[src/rtl/dds_sweep_controller.sv]
// Stepped-frequency sweep sequencer for a phase-accumulator DDS.
// Latches a sweep config on start, waits for LUT ready, then steps the FCW.
module dds_sweep_controller #(
    parameter int PHASE_WIDTH    = 24,
    parameter int STEP_CNT_WIDTH = 16,
    parameter int DWELL_WIDTH    = 16
) (
    input  logic                      clk_i,
    input  logic                      rst_i,
    input  logic                      start_i,
    input  logic                      abort_i,
    input  logic [1:0]                mode_i,
    input  logic [PHASE_WIDTH-1:0]    cfg_start_fcw_i,
    input  logic [PHASE_WIDTH-1:0]    cfg_step_i,
    input  logic [STEP_CNT_WIDTH-1:0] cfg_num_steps_i,
    input  logic [DWELL_WIDTH-1:0]    cfg_dwell_i,
    input  logic                      dds_ready_i,
    output logic [PHASE_WIDTH-1:0]    fcw_o,
    output logic                      dds_enable_o,
    output logic                      busy_o,
    output logic                      done_o,
    output logic [STEP_CNT_WIDTH-1:0] step_idx_o,
    output logic                      dir_down_o,
    output logic [1:0]                dbg_state_o
);

    typedef enum logic [1:0] {
        S_IDLE       = 2'd0,
        S_WAIT_READY = 2'd1,
        S_RUN        = 2'd2
    } state_t;

    localparam logic [1:0] MODE_REPEAT   = 2'd1;
    localparam logic [1:0] MODE_TRIANGLE = 2'd2;

    localparam logic [DWELL_WIDTH-1:0]    DWELL_ONE = 1;
    localparam logic [STEP_CNT_WIDTH-1:0] IDX_ONE   = 1;

    state_t                    state_q;
    logic [1:0]                mode_q;
    logic [PHASE_WIDTH-1:0]    start_fcw_q;
    logic [PHASE_WIDTH-1:0]    step_q;
    logic [STEP_CNT_WIDTH-1:0] num_steps_q;
    logic [DWELL_WIDTH-1:0]    dwell_q;
    logic [DWELL_WIDTH-1:0]    dwell_cnt_q;
    logic [PHASE_WIDTH-1:0]    fcw_q;
    logic                      enable_q;
    logic                      busy_q;
    logic                      done_q;
    logic [STEP_CNT_WIDTH-1:0] idx_q;
    logic                      dir_down_q;

    // Next FCW for an in-leg step; modulo arithmetic, wrap is intentional.
    logic [PHASE_WIDTH-1:0] fcw_step_d;
    logic                   dwell_end_d;
    logic                   leg_end_d;

    assign fcw_step_d  = dir_down_q ? (fcw_q - step_q) : (fcw_q + step_q);
    assign dwell_end_d = (dwell_cnt_q == dwell_q);
    assign leg_end_d   = (idx_q == num_steps_q);

    always_ff @(posedge clk_i) begin
        if (rst_i) begin
            state_q     <= S_IDLE;
            mode_q      <= 2'd0;
            start_fcw_q <= '0;
            step_q      <= '0;
            num_steps_q <= '0;
            dwell_q     <= '0;
            dwell_cnt_q <= '0;
            fcw_q       <= '0;
            enable_q    <= 1'b0;
            busy_q      <= 1'b0;
            done_q      <= 1'b0;
            idx_q       <= '0;
            dir_down_q  <= 1'b0;
        end else begin
            done_q <= 1'b0;
            if (abort_i) begin
                state_q  <= S_IDLE;
                enable_q <= 1'b0;
                busy_q   <= 1'b0;
            end else begin
                case (state_q)
                    S_IDLE: begin
                        if (start_i) begin
                            mode_q      <= mode_i;
                            start_fcw_q <= cfg_start_fcw_i;
                            step_q      <= cfg_step_i;
                            num_steps_q <= cfg_num_steps_i;
                            dwell_q     <= cfg_dwell_i;
                            busy_q      <= 1'b1;
                            state_q     <= S_WAIT_READY;
                        end
                    end
                    S_WAIT_READY: begin
                        if (dds_ready_i) begin
                            fcw_q       <= start_fcw_q;
                            idx_q       <= '0;
                            dwell_cnt_q <= '0;
                            dir_down_q  <= 1'b0;
                            enable_q    <= 1'b1;
                            state_q     <= S_RUN;
                        end
                    end
                    S_RUN: begin
                        if (!dwell_end_d) begin
                            dwell_cnt_q <= dwell_cnt_q + DWELL_ONE;
                        end else begin
                            dwell_cnt_q <= '0;
                            if (!leg_end_d) begin
                                idx_q <= idx_q + IDX_ONE;
                                fcw_q <= fcw_step_d;
                            end else begin
                                case (mode_q)
                                    MODE_REPEAT: begin
                                        fcw_q <= start_fcw_q;
                                        idx_q <= '0;
                                    end
                                    // Turnaround value is held for one more dwell.
                                    MODE_TRIANGLE: begin
                                        dir_down_q <= ~dir_down_q;
                                        idx_q      <= '0;
                                    end
                                    default: begin
                                        enable_q <= 1'b0;
                                        busy_q   <= 1'b0;
                                        done_q   <= 1'b1;
                                        state_q  <= S_IDLE;
                                    end
                                endcase
                            end
                        end
                    end
                    default: state_q <= S_IDLE;
                endcase
            end
        end
    end

    assign fcw_o        = fcw_q;
    assign dds_enable_o = enable_q;
    assign busy_o       = busy_q;
    assign done_o       = done_q;
    assign step_idx_o   = idx_q;
    assign dir_down_o   = dir_down_q;
    assign dbg_state_o  = state_q;

endmodule

[config.mk]
export PLATFORM = sky130hd
export DESIGN_NAME = dds_sweep_controller
export DESIGN_NICKNAME = d
export VERILOG_FILES = /design/src/rtl/dds_sweep_controller.sv
export SDC_FILE = /design/constraint.sdc
export NUM_CORES = 1
export LEC_CHECK = 0
export BUFFER_PORTS_ARGS = -buffer_cell sky130_fd_sc_hd__buf_4
export CAP_MARGIN = 25
export CELL_PAD_IN_SITES_DETAIL_PLACEMENT = 1
export CELL_PAD_IN_SITES_GLOBAL_PLACEMENT = 2
export CORE_AREA = 2 2 157 159
export CTS_CLUSTER_SIZE = 30
export DETAILED_ROUTE_END_ITERATION = 10
export DIE_AREA = 0 0 159 161
export GPL_TIMING_DRIVEN = 0
export PLACE_DENSITY = 0.91
export RECOVER_POWER = 100
export SYNTH_ARGS = -nofsm -noshare
export SYNTH_HDL_FRONTEND = slang
export SYNTH_SLANG_ARGS = --single-unit
[constraint.sdc]
create_clock -name clk_i -period 3.81 [get_ports clk_i]
set_input_delay 0.381 -clock clk_i [delete_from_list [all_inputs] [get_ports clk_i]]
set_output_delay 0.381 -clock clk_i [all_outputs]
set_load 0.05 [all_outputs]
==> results_dict.tcl <==
set metrics [dict create \
    vias_per_cell 5.09 \
    max_freq_ghz 0.276 \
    dp.cells 1462 \
    drive_above_1_share_pct 13.6 \
    power.density_nw_per_um2 431 \
    critPathMaxStageDelay_ps 460 \
    cts.clk_slew.worst_paths_ps 70 \
    synth_cells 1005 \
    layout.nets 1281 \
    crit_chain "inv_1, ha_1, and2_0, clkbuf_2, a21oi_1, xnor2_1, ha_1, nand3_1, a21boi_1, or4_1, o21ai_4, o21ai_1, a21oi_1, mux2_2, a311oi_1" \
    antenna_found_initial 1 \
    cp_max_fo 7 \
    die-area_um2 25600 \
    cts_root_buffer "clkbuf_16" \
    seq_area_frac_synth_pct 37.1 \
    final_common_cell "nand2_1" \
    switching_share_pct 32.0 \
    cap_violations 0 \
    stdcell_count 1498 \
    rr_startpoint "step_q[0]" \
    worstHoldStart "cfg_num_steps_i[5]" \
    vias 7632 \
    worst_slack_ps 191 \
    fin_area_um2 9670 \
    netlist_top_cells_area "dfxtp_1, nand2_1, a21oi_1, xnor2_1, ha_1" \
    nFillCells 3012 \
    core_um2 24000 \
    pwr-share-clk_pct 40.0 \
    postSynth.asyncResetShare_pct 0 \
    end_kind "flop" \
    p_comb_share_pct 21.2 \
    hold_violations 0 \
    first_pass_iters 4 \
    gp_congestion 0.884 \
    p_int_w 0.00283 \
    grt_pass1_vias 7753 \
    grtUsageTotal_pct 20.7 \
    ir_drop_mv 0.254 \
    layout_common_cells "nand2_1, dfxtp_1, a21oi_1" \
    die_y_um 161 \
    clk_latency_ps 440 \
    power_leakage_nw 3.52 \
    grt_start_max_net_pins 17 \
    ys.flop_type "dfxtp_1" \
    slew_violations 0 \
    regArea_um2 2890 \
    die_x_um 159 \
    synth_top_area_share_pct 37.1 \
    cts_max_path_buffers 2 \
    worstMarginPinSlew_ps 1200 \
    cp.required_ps 4150 \
    drt-total-wl_um 26200 \
    fin_worst_skew_ps 16.3 \
    overflow 0 \
    hold_path_class "in2reg" \
    drc 0 \
    wl_per_cell_um 17.5 \
    cpMaxStageDelayCell "or4_1" \
    status "complete, no violations" \
    crit_family "compound AO/OA/AOI/OAI gates" \
    final_antenna_net_count 0 \
    placementRows 57 \
    seqPwrFrac_pct 38.8 \
    yosysTopAreaCell "dfxtp_1" \
    htreeDepth 4 \
    whs_ps 181 \
    synth_fp_nets 1126 \
    crit_arrival_ps 3960 \
    start_util_pct 32.4 \
    crit_start "step_q[0]" \
    finalCritPeriodShare_pct 95.0 \
    synth_area_per_cell_um2 7.74 \
    cts_buffers 17 \
    multi_input_area_um2 4630 \
    post-place-ws_ps -338 \
    portBuffers 132 \
    slew_headroom_pct 19.4 \
    area_growth_pct 24.3 \
    syn_area_um2 7770 \
    crit_buf_inv 2 \
    synth_edf_count 0 \
    setup.worst_path.class "reg2reg" \
    finalSetupViolCount 0 \
    finalPower_w 0.00417 \
    cts_tree "done" \
    hpwlAfterDp_um 19900 \
    yosysWarningCount 0 \
    ioPinCount 133 \
    drt_iter0_markers 390 \
    cts.sinks 144 \
    synthDistinctLibCells 62 \
    grt_pass1_wl_um 42000 \
    start_kind "flop" \
    power_switching_w 0.00133 \
    dpl_cell_area_um2 9180 \
    synth_seq_cells 144 \
    period_minus_slack_ps 3620 \
]
## final timing paths
check                          to  slack (ps)  depth (start not counted)
setup / recovery        fcw_o[19]         190                         15
hold / removal     num_steps_q[5]         180                          3
setup reg to reg        fcw_o[19]         190                         15
hold reg to reg   start_fcw_q[21]         450                          2
## tightest hold or removal path: stages
cell and delay [ps]:
buf_4 110, nand2_1 50, a21oi_1 50
## cell families (layout without fill, tap and decap cells)
kind of cell / Yosys count / count (layout) / share of synthesized area [%]
other: 0 / 1 / 0
AO/OA/AOI/OAI: 239 / 239 / 18.3
XOR/XNOR: 83 / 83 / 9.35
AND/OR/NAND/NOR: 417 / 417 / 24.5
adder cells (fa/ha/maj): 34 / 34 / 5.57
flip-flops: 144 / 144 / 37.1
buffers and inverters: 79 / 247 / 4.02
multiplexers: 9 / 9 / 1.19
## metrics by stage
stage / TNS (ps) / utilization [%]
floorplan: 0 / -
global placement: -650 / 38.3
detailed placement: -1020 / 38.3
CTS: -30.2 / 40.8
global route: -126 / 40.3
finish: 0 / 40.3
## layer usage
layer	vias to the layer above	part of all wire [%]	global-route usage, %
met5	-	0	0
met4	0	2.9	8.64
met3	38	4.4	3.29
met2	167	48	35.0
met1	3635	45	26.4
li1	3792	-	-
## registers in the layout, indices dropped and copies added, names as in the netlist
name          count
busy_o            1
dir_down_o        1
num_steps_q      16
mode_q            2
start_fcw_q      24
done_o            1
dwell_q          16
fcw_o            24
dbg_state_o       2
dds_enable_o      1
step_idx_o       16
step_q           24
dwell_cnt_q      16
## power by group through the flow
stage          sequential [W]  clock, W  combinational (W)
2_1_floorplan         0.00168         0           0.000560
4_1_cts               0.00161   0.00170           0.000885
5_1_grt               0.00162   0.00176           0.000979
3_3_place_gp          0.00165         0           0.000855
6_report              0.00162   0.00166           0.000885
3_5_place_dp          0.00165         0           0.000875
## cells in the mapped netlist (all sizes together) (3+ instances only)
| library cell | number |
|---|---|
| a211oi | 4 |
| a21o | 10 |
| a21oi | 136 |
| a311oi | 17 |
| a31oi | 10 |
| and2 | 5 |
| and3 | 10 |
| buf | 9 |
| clkbuf | 43 |
| dfxtp | 144 |
| ha | 33 |
| inv | 27 |
| mux2i | 7 |
| nand2 | 218 |
| nand2b | 4 |
| nand3 | 16 |
| nand3b | 3 |
| nand4 | 18 |
| nand4b | 5 |
| nor2 | 75 |
| nor2b | 7 |
| nor3 | 15 |
| nor4 | 13 |
| o211ai | 6 |
| o21a | 3 |
| o21ai | 32 |
| o21bai | 7 |
| or2 | 3 |
| or3 | 18 |
| or4 | 3 |
| xnor2 | 69 |
| xor2 | 14 |
## repair_timing
item	4_1_cts	5_1_grt
pin swaps	0	4
setup buffers	0	3
endpoints found under the setup margin	8	8
resized for setup	3	21
hold buffers	0	0
## layout make-up
class | count | area share, %
well taps | 324 | 4.19
plain buffers | 52 | 2.24
diodes | 1 | 0.0259
inverters | 27 | 1.05
multi-input cells | 782 | 47.9
clock inverters | 15 | 1.57
flip-flops and latches | 144 | 29.9
clock buffers | 17 | 4.40
repair buffers | 136 | 8.81
No activity file was read; power rests on OpenSTA's default activity.
